--- config.mk ---
export PLATFORM = sky130hd
export DESIGN_NAME = mux_memoria_param
export DESIGN_NICKNAME = d
export VERILOG_FILES = /design/src/rtl/mux_memoria_pkg.sv /design/src/rtl/mux_memoria_param_rr_arbiter.sv /design/src/rtl/mux_memoria_param.sv
export SDC_FILE = /design/constraint.sdc
export NUM_CORES = 1
export LEC_CHECK = 0
export ABC_AREA = 1
export ABC_CLOCK_PERIOD_IN_PS = 2500
export CORE_AREA = 2 2 39 41
export DETAILED_ROUTE_END_ITERATION = 8
export DIE_AREA = 0 0 41 43
export PLACE_DENSITY = 0.72
export RECOVER_POWER = 100
export SLEW_MARGIN = 30
export SYNTH_ARGS = -nofsm -noshare
export SYNTH_HDL_FRONTEND = slang
export SYNTH_SLANG_ARGS = --single-unit
--- constraint.sdc ---
create_clock -name clk -period 2.5 [get_ports clk]
set_input_delay 0.75 -clock clk [delete_from_list [all_inputs] [get_ports clk]]
set_output_delay 0.75 -clock clk [all_outputs]
set_load 0.005 [all_outputs]
--- src/rtl/mux_memoria_pkg.sv ---
// -----------------------------------------------------------------------------
// mux_memoria_pkg
// Shared constants and helpers for the mux_memoria_param channel multiplexer.
//   MAX_CH  : largest supported number of input channels.
//   next_ch : channel index following c, wrapping to 0 after n-1.
// -----------------------------------------------------------------------------
package mux_memoria_pkg;

    localparam int MAX_CH = 16;

    function automatic int next_ch(input int c, input int n);
        return (c + 1 >= n) ? 0 : c + 1;
    endfunction

endpackage : mux_memoria_pkg

--- src/rtl/mux_memoria_param_rr_arbiter.sv ---
// -----------------------------------------------------------------------------
// rr_arbiter
// Round-robin arbiter with a rotating priority pointer. The first requester at
// or after the pointer (wrapping modulo NUM_CH) wins. The pointer moves just
// past the winner only when the caller consumes the grant.
// Only instantiated by mux_memoria_param when MUX_MEMORIA_RR_EN is defined.
//
// Ports:
//   clk        in   clock, rising edge
//   reset_L    in   synchronous active-low reset (pointer to 0)
//   i_req      in   NUM_CH request vector
//   i_advance  in   winner was consumed this cycle; advance the pointer
//   o_any      out  at least one request present
//   o_idx      out  index of the winning channel
//   o_grant    out  one-hot winner (all-zero when no request)
// -----------------------------------------------------------------------------
module rr_arbiter
    import mux_memoria_pkg::*;
#(
    parameter int NUM_CH = 4,
    parameter int SEL_W  = $clog2(NUM_CH)
) (
    input  logic              clk,
    input  logic              reset_L,
    input  logic [NUM_CH-1:0] i_req,
    input  logic              i_advance,
    output logic              o_any,
    output logic [SEL_W-1:0]  o_idx,
    output logic [NUM_CH-1:0] o_grant
);

    logic [SEL_W-1:0]  r_ptr;
    logic              w_any;
    logic [SEL_W-1:0]  w_idx;
    logic [NUM_CH-1:0] w_grant;
    int                w_probe;

    // Scan distances 0..NUM_CH-1 from the pointer; the first requester wins.
    always_comb begin
        // NOTE: every output of a combinational block gets a default first so
        // no path leaves it unassigned, which would otherwise infer a latch.
        w_any   = 1'b0;
        w_idx   = '0;
        w_grant = '0;
        w_probe = 0;
        for (int k = 0; k < NUM_CH; k++) begin
            w_probe = (int'(r_ptr) + k) % NUM_CH;
            for (int i = 0; i < NUM_CH; i++) begin
                if (!w_any && (i == w_probe) && i_req[i]) begin
                    w_any      = 1'b1;
                    w_idx      = SEL_W'(i);
                    w_grant[i] = 1'b1;
                end
            end
        end
    end

    // NOTE: sequential state uses non-blocking assignments so every register
    // samples its inputs from before the edge; the reset branch is tested
    // inside the clocked block, making it synchronous.
    always_ff @(posedge clk) begin
        if (!reset_L) begin
            r_ptr <= '0;
        end else if (i_advance && w_any) begin
            r_ptr <= SEL_W'(next_ch(int'(w_idx), NUM_CH));
        end
    end

    assign o_any   = w_any;
    assign o_idx   = w_idx;
    assign o_grant = w_grant;

endmodule : rr_arbiter

--- src/rtl/mux_memoria_param.sv ---
// -----------------------------------------------------------------------------
// mux_memoria_param
// Multiplexes NUM_CH data channels into a one-word output register with a
// valid/ready handshake. The output word is held (memory behaviour) until a
// new word is loaded. A word is loaded when a candidate channel exists and the
// register is empty or being consumed in the same cycle.
//
// Configuration macro MUX_MEMORIA_RR_EN:
//   defined   : rr_mode=1 selects round-robin arbitration over valid_in.
//   undefined : no round-robin logic; rr_mode is ignored, fixed selector only.
//
// Ports:
//   clk        in   clock, rising edge
//   reset_L    in   synchronous active-low reset
//   data_in    in   packed channel data, channel i at [i*WIDTH +: WIDTH]
//   valid_in   in   per-channel data valid
//   selector   in   channel index in fixed mode (>= NUM_CH selects nothing)
//   rr_mode    in   1 = round-robin, 0 = fixed selector
//   ready_out  in   downstream accepts data_out this cycle
//   data_out   out  registered output word
//   valid_out  out  data_out holds an unconsumed word
//   ch_out     out  channel that supplied data_out
//   grant      out  one-hot channel captured this cycle (combinational)
// -----------------------------------------------------------------------------
module mux_memoria_param
    import mux_memoria_pkg::*;
#(
    parameter int WIDTH  = 2,
    parameter int NUM_CH = 4,
    parameter int SEL_W  = $clog2(NUM_CH)
) (
    input  logic                    clk,
    input  logic                    reset_L,
    input  logic [NUM_CH*WIDTH-1:0] data_in,
    input  logic [NUM_CH-1:0]       valid_in,
    input  logic [SEL_W-1:0]        selector,
    input  logic                    rr_mode,
    input  logic                    ready_out,
    output logic [WIDTH-1:0]        data_out,
    output logic                    valid_out,
    output logic [SEL_W-1:0]        ch_out,
    output logic [NUM_CH-1:0]       grant
);

    logic [WIDTH-1:0]  r_data;
    logic              r_valid;
    logic [SEL_W-1:0]  r_ch;

    logic              w_fix_valid;
    logic [SEL_W-1:0]  w_fix_idx;
    logic [NUM_CH-1:0] w_fix_onehot;

    logic              w_cand_valid;
    logic [SEL_W-1:0]  w_cand_idx;
    logic [NUM_CH-1:0] w_cand_onehot;
    logic [WIDTH-1:0]  w_cand_data;
    logic              w_load;

    // Fixed-mode candidate: a selector value outside 0..NUM_CH-1 matches no
    // channel and therefore yields no candidate.
    always_comb begin
        w_fix_valid  = 1'b0;
        w_fix_idx    = '0;
        w_fix_onehot = '0;
        for (int i = 0; i < NUM_CH; i++) begin
            if ((selector == SEL_W'(i)) && valid_in[i]) begin
                w_fix_valid     = 1'b1;
                w_fix_idx       = SEL_W'(i);
                w_fix_onehot[i] = 1'b1;
            end
        end
    end

`ifdef MUX_MEMORIA_RR_EN
    logic              w_rr_valid;
    logic [SEL_W-1:0]  w_rr_idx;
    logic [NUM_CH-1:0] w_rr_onehot;

    // The pointer only advances on a load taken in round-robin mode, so it is
    // retained across fixed-mode periods and stalls.
    rr_arbiter #(
        .NUM_CH (NUM_CH),
        .SEL_W  (SEL_W)
    ) u_rr_arbiter (
        .clk       (clk),
        .reset_L   (reset_L),
        .i_req     (valid_in),
        .i_advance (w_load && rr_mode),
        .o_any     (w_rr_valid),
        .o_idx     (w_rr_idx),
        .o_grant   (w_rr_onehot)
    );

    assign w_cand_valid  = rr_mode ? w_rr_valid  : w_fix_valid;
    assign w_cand_idx    = rr_mode ? w_rr_idx    : w_fix_idx;
    assign w_cand_onehot = rr_mode ? w_rr_onehot : w_fix_onehot;
`else
    logic w_unused_rr_mode;

    assign w_unused_rr_mode = rr_mode;
    assign w_cand_valid     = w_fix_valid;
    assign w_cand_idx       = w_fix_idx;
    assign w_cand_onehot    = w_fix_onehot;
`endif

    always_comb begin
        w_cand_data = '0;
        for (int i = 0; i < NUM_CH; i++) begin
            if (w_cand_idx == SEL_W'(i)) begin
                w_cand_data = data_in[i*WIDTH +: WIDTH];
            end
        end
    end

    // Load when the output register is free or drained this same cycle;
    // reset suppresses any load and forces grant to zero.
    assign w_load = reset_L && w_cand_valid && (!r_valid || ready_out);
    assign grant  = w_load ? w_cand_onehot : '0;

    always_ff @(posedge clk) begin
        if (!reset_L) begin
            r_data  <= '0;
            r_valid <= 1'b0;
            r_ch    <= '0;
        end else if (w_load) begin
            r_data  <= w_cand_data;
            r_valid <= 1'b1;
            r_ch    <= w_cand_idx;
        end else if (ready_out) begin
            // Consumed with nothing to replace it: word stays, valid drops.
            r_valid <= 1'b0;
        end
    end

    assign data_out  = r_data;
    assign valid_out = r_valid;
    assign ch_out    = r_ch;

endmodule : mux_memoria_param

==> out/results.env, run 1 <==
STATUS='complete, no violations'
SYNTH_AREA_LEADERS='sky130_fd_sc_hd__dfxtp_1 27%, sky130_fd_sc_hd__nand2_1 19%, sky130_fd_sc_hd__inv_1 10%'
CTS_MADE_BUFFERS=3
RSZ0062_AT_GRT='no'
SEQ_POWER_SHARE_PCT=32.6
MAXCAPVIOLCOUNT=0
DETAILROUTE.VIA_COUNT=505
ACHIEVABLE-FREQUENCY_GHz=0.412
YOSYS.CELL_COUNT.TOP_TYPE='sky130_fd_sc_hd__nand2_1'
WORST_IR_DROP_VDD_mV=0.222
LAYOUT-DRIVE-GT1-SHARE_PCT=34.0
SYNTH-SEQ-AREA-SHARE_PCT=27.0
MAPPEDNETLISTAREA_UM2=370
CLOCK_TREE_FROM_TRITONCTS='yes'
POST_SYNTH_MOST_FREQUENT_CELLS='19 x sky130_fd_sc_hd__nand2_1, 10 x sky130_fd_sc_hd__inv_1, 5 x sky130_fd_sc_hd__dfxtp_1, 4 x sky130_fd_sc_hd__nor2_1'
NETSWITCHINGFRACTION_PCT=26.4
CLK-INSERTION-DELAY-LATE_PS=230
NUMPLACEDINSTANCES=106
POWER.CLOCK.FRACTION_PCT=32.4
FLOORPLAN.ROWS=14
DRT_PASS1_ITERATIONS=4
ANTENNA_DIODE_INSTANCE_COUNT=0
MAXSLEWHEADROOM_PCT=88.3
POST-SYNTH-TOP-AREA-FRACTION_PCT=27.0
SETUP_VIOLATION_TOTAL_IN_THE_FINAL_TIMING_REPORT=0
POST_LAYOUT_NONFILLER_INSTANCES=113
CLK_PIN_SLEW_PS=40
VIASPERCELL=4.47
REQUIRED_PS=1750
COMB_POWER_SHARE_PCT=35.0
DRT-TOTAL-WL_UM=1150
ROUTE.DETAILED.WL_PER_INST_UM=10.1
DESIGN.CORE.AREA_UM2=1380
TRITONCTS_NUM_SINKS=5
GRT_PASS1_WL_UM=1700
TIMING.FINAL.CRIT_SHARE_PCT=97.2
FP.DIEH_UM=43
AREA_GROWTH_SYN_TO_LAYOUT_PCT=102
FINALWORSTPATHREQUIREDPERIOD_PS=2430
IOS=27
SYNTH_CELL_TYPE_COUNT=14
PORT_BUFFERS=25
DETAILEDROUTE.FIRSTITERATIONVIOLATIONS=6
VIA_COUNT_OF_THE_FIRST_GLOBAL_ROUTING_PASS=482
SYNTHESIS.INSTANCES=56
POWER_TOTAL_uW=273
GRT-OVFL-TOTAL=0
CLOCK-SKEW-FINAL_PS=0.242
DIEWIDTH_UM=41
MAXSLEWVIOLCOUNT=0
FLOORPLAN.INITIALDENSITY_PCT=26.8
CTSLONGESTPATHBUFFERS=2
CRITPATHLAUNCHTYPE='input pin'
SYNTH-EDFF-COUNT=0
PIN_SLEW_WITH_THE_LEAST_HEADROOM_TO_ITS_LIMIT_PS=175
POWER_LEAKAGE_uW=0.000407
CRIT_PATH_MAX_FANOUT=2
FINALINSTANCEAREA_UM2=749
PATH_CLASS='in2out'
NETLIST.TOP_CELL.BY_AREA='sky130_fd_sc_hd__dfxtp_1'
REPORT.FINAL.HOLD_VIOL_COUNT=0
YOSYS_MOST_USED_DFF='sky130_fd_sc_hd__dfxtp_1'
GRT_MAX_DEGREE=6
CTSROOTBUFFERMASTER='sky130_fd_sc_hd__clkbuf_4'
GRT_UTIL_ALL_LAYERS_PCT=13.9
YS_FF_LATCH=5
TOTAL_SWITCHING_POWER_uW=72.0
DP_HPWL_UM=902
DESIGN.FINAL.NETS=116
POWER_PER_CELL_AREA_nW_PER_UM2=364
WORST_SETUP_END_KIND='output pin'
ANTENNA_FOUND_INITIAL=0
ROUTABILITYCONGESTION=0.709
DIE_AREA_UM2=1760
CTS_HOLD_BUFS=0
DETAIL-ROUTE-ANTENNA-NETS=0
CRITICAL_PATH_ARRIVAL_PS=1680
SYNTH.NET_COUNT=74
POWER.INTERNAL_uW=201
YS_ASYNC_SR_FRACTION_PCT=0
DRC_ERRORS=0
HP-CLASS='reg2reg'
SYNTH-WARNING-COUNT=0
DPL-INSTANCE-AREA_UM2=708
SYNTHESIS.AREA_PER_INSTANCE_UM2=6.61
CTS-HTREE-LEVELS=1
TOTAL_OF_FILL_CELLS_IN_THE_FINISHED_DESIGN=143
==> layer usage <==
layer / vias to the layer above / global-route usage (%) / wire length [um]
met3: 0 / 1.57 / 95
met4: 0 / 8.00 / 0
li1: 260 / - / -
met1: 227 / 15.4 / 482
met2: 18 / 23.4 / 567
met5: - / 0 / 0
==> cell families (layout without fill, tap and decap cells) <==
| group | Yosys count | count (layout) | synth area share (%) |
|---|---|---|---|
| AOI/OAI and AO/OA | 6 | 6 | 12.8 |
| DFF | 5 | 5 | 27.0 |
| and+or+nand+nor | 35 | 35 | 50.0 |
| buffers and inverters | 10 | 51 | 10.1 |
==> critical path, cell delays in order <==
cell	delay, ps
sky130_fd_sc_hd__dlygate4sd2_1	250
sky130_fd_sc_hd__nand3_2	90
sky130_fd_sc_hd__nand3_4	90
sky130_fd_sc_hd__nor2_4	140
sky130_fd_sc_hd__nor2_4	60
sky130_fd_sc_hd__buf_6	110
sky130_fd_sc_hd__nand2_1	40
sky130_fd_sc_hd__inv_1	30
sky130_fd_sc_hd__buf_2	110
==> layout make-up <==
class | count | area [um2] | area share (%)
Timing Repair Buffer | 37 | 313 | 41.7
Multi-Input combinational cell | 41 | 253 | 33.7
Sequential cell | 5 | 100 | 13.4
Inverter | 10 | 37.5 | 5.01
Clock buffer | 4 | 26.3 | 3.51
Tap cell | 16 | 20.0 | 2.67
==> sequential cells by signal (all words and copies together), names as in the netlist <==
name and count:
valid_out 1, ch_out 2, data_out 2
==> stage by stage <==
step / hold slack, ps / setup WS, ps / TNS (ps) / utilization [%]
final: 457 / 70.7 / 0 / 54.2
after global placement: 450 / -598 / -2370 / 51.2
after global routing: 483 / 5.28 / 0 / 54.2
after floorplan: 456 / 393 / 0 / -
after detailed placement: 459 / -614 / -2450 / 51.2
after CTS: 464 / 1.97 / 0 / 54.5
==> layout by cell type (no fill, tap or decap), drive strengths merged <==
cell           synthesis  routed
nand3                  7       7
nand2                 19      19
clkdlybuf4s15          0       1
buf                    0      15
dfxtp                  5       5
nand4                  2       2
inv                   10      10
o2111ai                1       1
clkbuf                 0       6
o21bai                 1       1
dlygate4sd2            0       5
dlygate4sd3            0       5
clkdlybuf4s50          0       8
o21ai                  2       2
nor2                   7       7
a21oi                  2       2
dlymetal6s2s           0       1
==> repair_timing <==
action / CTS / global route
pin swaps: 9 / 0
gates resized for setup: 34 / 3
hold endpoints to repair: 0 / 0
gates cloned: 0 / 0
endpoints found under the setup margin: 4 / 4
setup buffers: 3 / 0
==> worst paths after layout <==
check                                              start                       end  slack (ps)  depth (start not counted)
worst min-delay path            data_out[1]$_SDFFE_PN0P_  data_out[1]$_SDFFE_PN0P_         460                          2
worst min register to register  data_out[1]$_SDFFE_PN0P_  data_out[1]$_SDFFE_PN0P_         460                          2
worst max register to register    valid_out$_SDFFE_PN0P_    ch_out[1]$_SDFFE_PN0P_        1340                          8
worst max-delay path                         valid_in[1]                  grant[0]          70                          9
==> power by group through the flow <==
stage               clock (uW)  sequential [uW]  combinational, uW
finish                    88.4             88.9               95.4
global route              98.2             89.6                104
CTS                       93.7             89.2               99.6
detailed placement           0             90.2               92.7
global placement             0             90.2               91.6
floorplan                    0             90.6               34.5
Power figures use the tool's default switching activity.
==> inputs of run 2 (changes only) <==
--- a/config.mk
+++ b/config.mk
@@ -8,6 +8,7 @@
 export ABC_AREA = 1
 export ABC_CLOCK_PERIOD_IN_PS = 2500
 export CORE_AREA = 2 2 39 41
+export CTS_BUF_LIST = sky130_fd_sc_hd__clkbuf_4 sky130_fd_sc_hd__clkbuf_8
 export DETAILED_ROUTE_END_ITERATION = 8
 export DIE_AREA = 0 0 41 43
 export PLACE_DENSITY = 0.72
@@ -15,4 +16,5 @@
 export SLEW_MARGIN = 30
 export SYNTH_ARGS = -nofsm -noshare
 export SYNTH_HDL_FRONTEND = slang
+export SYNTH_HIERARCHICAL = 1
 export SYNTH_SLANG_ARGS = --single-unit
==> run 2 against run 1 <==
Setup slack is the same. Hold slack hardly changed. First-iteration DRC count stayed put. Highest routed layer unchanged.
==> out/results.env, run 2 <==
DETAILEDROUTE.FIRSTITERATIONVIOLATIONS=6  # unchanged
HP-START='data_out[1]$_SDFFE_PN0P_'  # unchanged
SEQ_POWER_SHARE_PCT=31.5  # was 32.6%
NETLIST.TOP_CELL.BY_AREA='sky130_fd_sc_hd__dfxtp_1'  # unchanged
WORST_PATH_MOST_REPEATED_CELL='sky130_fd_sc_hd__nor2_4'  # unchanged
PATH_CLASS='in2out'  # unchanged
DESIGN.FINAL.NETS=116  # unchanged
HP-CLASS='reg2reg'  # unchanged
DESIGN.CORE.AREA_UM2=1380  # unchanged
RSZ0062_AT_GRT='no'  # unchanged
POWER.INTERNAL_uW=212  # was 201 uW
DRT-TOTAL-WL_UM=1140  # was 1150 um
WORST_IR_DROP_VDD_mV=0.194  # was 0.222 mV
SYNTH-WARNING-COUNT=6  # was 0
ROUTED.TOP_LAYER='met3'  # unchanged
ROUTE.DETAILED.WL_PER_INST_UM=10.1  # about the same
DRC_ERRORS=0  # unchanged
POWER.CLOCK.FRACTION_PCT=34.8  # was 32.4%
CTS-HTREE-LEVELS=1  # unchanged
VIA_COUNT_OF_THE_FIRST_GLOBAL_ROUTING_PASS=482  # unchanged
YS_FF_LATCH=5  # unchanged
HOLD-PATH-ENDPOINT='data_out[1]$_SDFFE_PN0P_'  # unchanged
DETAILROUTE.VIA_COUNT=506  # was 505
ROUTED_MET1_LENGTH_UM=482  # unchanged
YS_ASYNC_SR_FRACTION_PCT=0  # unchanged
MAXSLEWVIOLCOUNT=0  # unchanged
FP.DIEH_UM=43  # unchanged
FLOORPLAN.ROWS=14  # unchanged
WORST_SETUP_END_KIND='output pin'  # unchanged
CLOCK_TREE_FROM_TRITONCTS='yes'  # unchanged
FINALWORSTPATHREQUIREDPERIOD_PS=2430  # unchanged
TOTAL_OF_FILL_CELLS_IN_THE_FINISHED_DESIGN=145  # was 143
REQUIRED_PS=1750  # about the same
SETUP_VIOLATION_TOTAL_IN_THE_FINAL_TIMING_REPORT=0  # unchanged
SYNTH_AREA_LEADERS='sky130_fd_sc_hd__dfxtp_1 27%, sky130_fd_sc_hd__nand2_1 19%, sky130_fd_sc_hd__inv_1 10%'  # unchanged
MAXSLEWHEADROOM_PCT=88.3  # unchanged
SYNTH-EDFF-COUNT=0  # unchanged
POST_SYNTH_MOST_FREQUENT_CELLS='19 x sky130_fd_sc_hd__nand2_1, 10 x sky130_fd_sc_hd__inv_1, 5 x sky130_fd_sc_hd__dfxtp_1, 4 x sky130_fd_sc_hd__nor2_1'  # unchanged
CRIT_PATH_MAX_FANOUT=2  # unchanged
POWER_LEAKAGE_uW=0.000410  # was 0.000407 uW
WL_MET2_UM=560  # was 567 um
SYNTHESIS.AREA_PER_INSTANCE_UM2=6.61  # unchanged
PATH_BUF_INV=4  # unchanged
NETSWITCHINGFRACTION_PCT=25.1  # was 26.4%
CRITICAL_PATH_ARRIVAL_PS=1680  # about the same
CTSROOTBUFFERMASTER='sky130_fd_sc_hd__clkbuf_4'  # unchanged
SYNTH_CELL_TYPE_COUNT=14  # unchanged
COMB_POWER_SHARE_PCT=33.8  # was 35.0%
DETAILROUTE.WIRELENGTH.MET3_UM=95  # unchanged
FLOORPLAN.INITIALDENSITY_PCT=26.8  # unchanged
YOSYS_MOST_USED_DFF='sky130_fd_sc_hd__dfxtp_1'  # unchanged
MOSTFREQUENTLAYOUTCELLS='16 x sky130_fd_sc_hd__nand2_1, 10 x sky130_fd_sc_hd__buf_4, 9 x sky130_fd_sc_hd__inv_1'  # unchanged
ROUTABILITYCONGESTION=0.709  # unchanged
POST-SYNTH-TOP-AREA-FRACTION_PCT=27.0  # unchanged
DIE_AREA_UM2=1760  # unchanged
DETAIL-ROUTE-ANTENNA-NETS=0  # unchanged
VIASPERCELL=4.48  # was 4.47
SYNTH-SEQ-AREA-SHARE_PCT=27.0  # unchanged
POWER_PER_CELL_AREA_nW_PER_UM2=375  # was 364 nW/um2
YOSYS.CELL_COUNT.TOP_TYPE='sky130_fd_sc_hd__nand2_1'  # unchanged
MAXCAPVIOLCOUNT=0  # unchanged
DIEWIDTH_UM=41  # unchanged
GRT_MAX_DEGREE=6  # unchanged
GRT-OVFL-TOTAL=0  # unchanged
IOS=27  # unchanged
MIN_PATH_CELLS=2  # unchanged
CLK-INSERTION-DELAY-LATE_PS=230  # about the same
REPORT.FINAL.HOLD_VIOL_COUNT=0  # unchanged
TOTAL_SWITCHING_POWER_uW=71.1  # was 72.0 uW
CRIT-REG2REG-CAPTURE='ch_out[1]$_SDFFE_PN0P_'  # unchanged
CLK_PIN_SLEW_PS=40  # about the same
REG2REG_DEPTH=8  # unchanged
MOST_COMMON_CELL_AFTER_LAYOUT_FILL_AND_TAPS_ASIDE='sky130_fd_sc_hd__nand2_1'  # unchanged
REG2REG_FROM='valid_out$_SDFFE_PN0P_'  # unchanged
CTS_MADE_BUFFERS=3  # unchanged
LAYOUT-DRIVE-GT1-SHARE_PCT=35.1  # was 34.0%
TIMING.FINAL.CRIT_SHARE_PCT=97.2  # unchanged
PIN_SLEW_WITH_THE_LEAST_HEADROOM_TO_ITS_LIMIT_PS=175  # unchanged
CLOCK-SKEW-FINAL_PS=0.260  # was 0.242 ps
DRT_PASS1_ITERATIONS=4  # unchanged
GRT_UTIL_ALL_LAYERS_PCT=13.6  # was 13.9%
CP_SLOWEST_STAGE_DELAY_PS=250  # about the same
ANTENNA_DIODE_INSTANCE_COUNT=0  # unchanged
CPLARGESTDELAYFAMILY='buffers and inverters'  # unchanged
REGTOREGSETUPSLACK_PS=1340  # about the same
TRITONCTS_NUM_SINKS=5  # unchanged
SYNTHESIS.INSTANCES=56  # unchanged
PATH_CELLS='dlygate4sd2_1 -> nand3_2 -> nand3_4 -> nor2_4 -> nor2_4 -> buf_6 -> nand2_1 -> inv_1 -> buf_2'  # unchanged
POWER_TOTAL_uW=283  # was 273 uW
SETUP_TNS_FINAL_PS=0  # unchanged
STATUS='complete, no violations'  # unchanged
CTSLONGESTPATHBUFFERS=2  # unchanged
MAPPEDNETLISTAREA_UM2=370  # unchanged
SYNTH.NET_COUNT=74  # unchanged
CRITPATHLAUNCHTYPE='input pin'  # unchanged
AREA_GROWTH_SYN_TO_LAYOUT_PCT=103  # was 102%
GRT_PASS1_WL_UM=1700  # about the same
TIMING.CRITICAL_PATH.SLOWEST_STAGE_CELL='sky130_fd_sc_hd__dlygate4sd2_1'  # unchanged
ANTENNA_FOUND_INITIAL=0  # unchanged
PORT_BUFFERS=25  # unchanged
ACHIEVABLE-FREQUENCY_GHz=0.412  # unchanged
DP_HPWL_UM=902  # unchanged
CTS_HOLD_BUFS=0  # unchanged
==> run 2: cell counts in the layout (fill, tap and decap cells not counted) <==
No cell type changed its count.
==> run 2: worst max path at each step <==
stage	startpoint	endpoint	slack (ps)	cells past startpoint
6_report	valid_in[1]	grant[0]	70	9
3_5_place_dp	selector[0]	grant[0]	-610	8
5_1_grt	selector[1]	grant[0]	5	10
3_3_place_gp	selector[0]	grant[2]	-600	8
4_1_cts	selector[0]	grant[3]	2	9
2_1_floorplan	selector[0]	grant[0]	390	7
==> run 2: worst reg2reg max path, stage by stage (launching register included) <==
cell and delay, ps:
sky130_fd_sc_hd__dfxtp_1 330, sky130_fd_sc_hd__nand2_2 70, sky130_fd_sc_hd__nand2_2 90, sky130_fd_sc_hd__nor2_4 40
sky130_fd_sc_hd__buf_6 110, sky130_fd_sc_hd__buf_4 120, sky130_fd_sc_hd__buf_4 130, sky130_fd_sc_hd__o21ai_0 70
sky130_fd_sc_hd__a21oi_1 80
==> run 2: cell type report <==
type | count | area (um2) | share of cell area (%)
Multi-Input combinational cell | 41 | 253 | 33.6
Sequential cell | 5 | 100 | 13.3
Clock buffer | 4 | 30.0 | 3.99
Tap cell | 16 | 20.0 | 2.66
Timing Repair Buffer | 37 | 313 | 41.5
Inverter | 10 | 37.5 | 4.98
==> run 2: logic make-up (layout without fill, tap and decap cells) <==
family / count (synthesis) / in the layout / share of synthesized area, %
AO/OA/AOI/OAI: 6 / 6 / 12.8
flip-flops: 5 / 5 / 27.0
AND/OR/NAND/NOR: 35 / 35 / 50.0
buffers and inverters: 10 / 51 / 10.1
==> run 2: per-stage QoR <==
stage	utilization [%]	cell area, um2	std cells	hold slack, ps	setup slack, ps
global placement	51.2	708	106	450	-598
global route	54.4	753	113	483	5.28
floorplan	-	370	56	456	393
CTS	54.8	758	113	464	1.97
finish	54.4	753	113	457	70.7
detailed placement	51.2	708	106	459	-614
==> run 2: power groups by stage <==
stage / clock [uW] / combinational (uW) / sequential (uW)
final: 98.2 / 95.4 / 88.9
after detailed placement: 0 / 92.7 / 90.2
after floorplan: 0 / 34.5 / 90.6
after global placement: 0 / 91.6 / 90.2
after global routing: 107 / 104 / 89.7
after CTS: 102 / 99.6 / 89.2
==> run 2: routing by layer <==
metal  vias to the layer above  global-route usage, %
met5                         -                      0
li1                        260                      -
met4                         0                   6.00
met3                         0                   1.57
met2                        18                   23.4
met1                       228                   15.4
==> run 2: what timing repair did <==
item                       in CTS  in global routing
pin swaps                       9                  0
buffers inserted                3                  0
resized for setup              34                  3
setup endpoints to repair       4                  4
==> patch, RTL diff (settings of run 2) <==
The parameter `WIDTH` goes from 2 to 3.
--- a/src/rtl/mux_memoria_param.sv
+++ b/src/rtl/mux_memoria_param.sv
@@ -25,7 +25,7 @@
 module mux_memoria_param
     import mux_memoria_pkg::*;
 #(
-    parameter int WIDTH  = 2,
+    parameter int WIDTH  = 3,
     parameter int NUM_CH = 4,
     parameter int SEL_W  = $clog2(NUM_CH)
 ) (
Interface: changed (resized data_in and data_out); port bits go from 27 to 32. The function was not compared with the original's and may differ.
==> patch against run 2 <==
  * Synthesized area rose by 11%
  * Power grew 23%
  * Sequential cell count is 1 higher
  * Wire length increased by 38%
  * Sequential share of layout area decreased by 1.2 points
  * Cell area increased by 32%
  * Setup slack about the same
  * Combinational power up 47%
  * Critical endpoint is now grant[2]
  * Largest cell class unchanged
  * Highest routed layer is now met4
==> patch: results (changes against run 2) <==
[metrics] switching part of the total: 0.296 (was 0.251)
[metrics] count of cell types in the netlist: 14 (unchanged)
[metrics] gp weighted congestion: 0.785 (was 0.709)
[metrics] wire length reported by the detailed router: 1570 µm (was 1140 µm)
[metrics] detailed-routed wire length on met2: 834 µm (was 560 µm)
[metrics] slew at the pin with the worst max-slew slack: 0.186 ns (was 0.175 ns)
[metrics] proportion of synthesized flip-flops having asynchronous set or reset: 0 (unchanged)
[metrics] worst setup slack after placement: -0.635 ns (was -0.614 ns)
[metrics] clk_skew: 0.0106 ns (was 0.000260 ns)
[metrics] largest voltage drop on the vdd net: 0.363 mV (was 0.194 mV)
[metrics] sum of routed wire segments on met1: 641 µm (was 482 µm)
[metrics] total inserted antenna cells: 0 (unchanged)
[metrics] top cell family by delay on the critical path: buffers and inverters (unchanged)
[metrics] total global-route track usage: 0.212 (was 0.136)
[metrics] share of layout cells above drive strength 1: 0.411 (was 0.351)
[metrics] count of routing violations after the opening detailed-route iteration: 1 (was 6)
[metrics] slowest stage cell, crit path: nor2_4 (was dlygate4sd2_1)
[metrics] Cells after Synth: 70 (was 56)
[metrics] HPWL after detailed placement: 1000 µm (was 902 µm)
[metrics] clock insertion delay at the later pin of the skew report: 0.26 ns (was 0.23 ns)
[metrics] routed wire length on met3: 78 µm (was 95 µm)
[metrics] wire length of the first global-routing pass: 2530 µm (was 1700 µm)
[metrics] Detailed Routing Iterations Pass 1: 2 (was 4)
[metrics] uppermost routed layer: met4 (was met3)
[metrics] port bufs: 30 (was 25)
[metrics] Primary FF master, synth: dfxtp_1 (unchanged)
[metrics] H-tree levels: 1 (unchanged)
[metrics] synthesized net count: 92 (was 74)
[metrics] hold violation count in the final report: 0 (unchanged)
[metrics] vias per std cell: 4.49 (was 4.48)
[metrics] number of global-route vias before repair: 616 (was 482)
[metrics] max FFs per register: 3
[metrics] outcome: completed (unchanged)
[metrics] clock-pin slew of the registers on the worst-case setup and hold paths: 0.04 ns (about the same)
[metrics] CTS buffer count: 3 (unchanged)
[metrics] net count reported at finish: 153 (was 116)
[metrics] average detailed-routed wire length per instance: 10.8 µm (was 10.1 µm)
[metrics] Lkg Pwr: 0.523 nW (was 0.410 nW)
[metrics] number of placed instances, taps included: 128 (was 106)
[metrics] HP Class: flip-flop to flip-flop (unchanged)
[metrics] maximum single-stage delay on the critical path: 0.12 ns (was 0.25 ns)
[metrics] sequential share of the synthesized area: 0.291 (was 0.270)
[metrics] largest net degree at the start of global routing: 7 (was 6)
[metrics] dpl cell area: 823 µm² (was 708 µm²)
[metrics] largest fanout of any net on the critical path: 4 (was 2)
[metrics] Syn. warnings: 6 (unchanged)
[metrics] cell types with the highest counts after synthesis: nand2_1, inv_1, nand3_1 (was nand2_1, inv_1, dfxtp_1)
[metrics] synth top area cells: dfxtp_1, nand2_1, inv_1 (unchanged)
[metrics] synthesized-area fraction occupied by ao, oa, aoi and oai cells: 0.0970 (was 0.128)
-- patch: changes by cell type after synthesis, sizes merged --
cell / run 2 / this run
nand3: 7 / 8
nand4: 2 / 3
inv: 10 / 11
nor2: 7 / 8
nand2: 19 / 28
dfxtp: 5 / 6
-- patch: worst reg2reg max path: cells and delay by family (launching register included) --
kind                   cells  cell delay, ns
flip-flops                 1            0.32
AO/OA/AOI/OAI              2            0.37
AND/OR/NAND/NOR            3            0.22
buffers and inverters      1            0.15
-- patch: cells by family after synthesis --
family | after synthesis
flip-flops | 6
AND/OR/NAND/NOR | 47
buffers and inverters | 11
AO/OA/AOI/OAI | 6
-- patch: final timing paths --
| path | startpoint | to | slack [ns] | cells after the start |
|---|---|---|---|---|
| max | selector[1] | grant[2] | 0.07 | 12 |
| min | data_out[2] | data_out[2] | 0.47 | 2 |
| max reg2reg | valid_out | ch_out[0] | 1.33 | 6 |
| min reg2reg | data_out[2] | data_out[2] | 0.47 | 2 |
-- patch: metal layers --
metal	track usage	vias to the layer above
met3	0.0785	4
met1	0.235	285
met5	0	-
met4	0.0400	0
li1	-	343
met2	0.366	19
-- patch: power by group through the flow --
stage	Sequential (W)	Clock, W	Combinational, W
detailed placement	0.000109	0	0.000109
CTS	0.000108	0.0000967	0.000129
floorplan	0.000110	0	0.0000377
global placement	0.000109	0	0.000108
finish	0.000108	0.0000991	0.000140
global route	0.000108	0.000105	0.000152
-- patch: layout make-up --
type	count	area, µm²
fill	107	389
multi-input combinational	53	304
tap	16	20.0
inverter	11	43.8
timing repair buffer	56	484
sequential	6	120
clock buffer	3	22.5
-- patch: what timing repair did --
item	CTS	global route
pin swaps	9	9
resized for setup	52	9
setup endpoints to repair	4	2
setup buffers	9	5
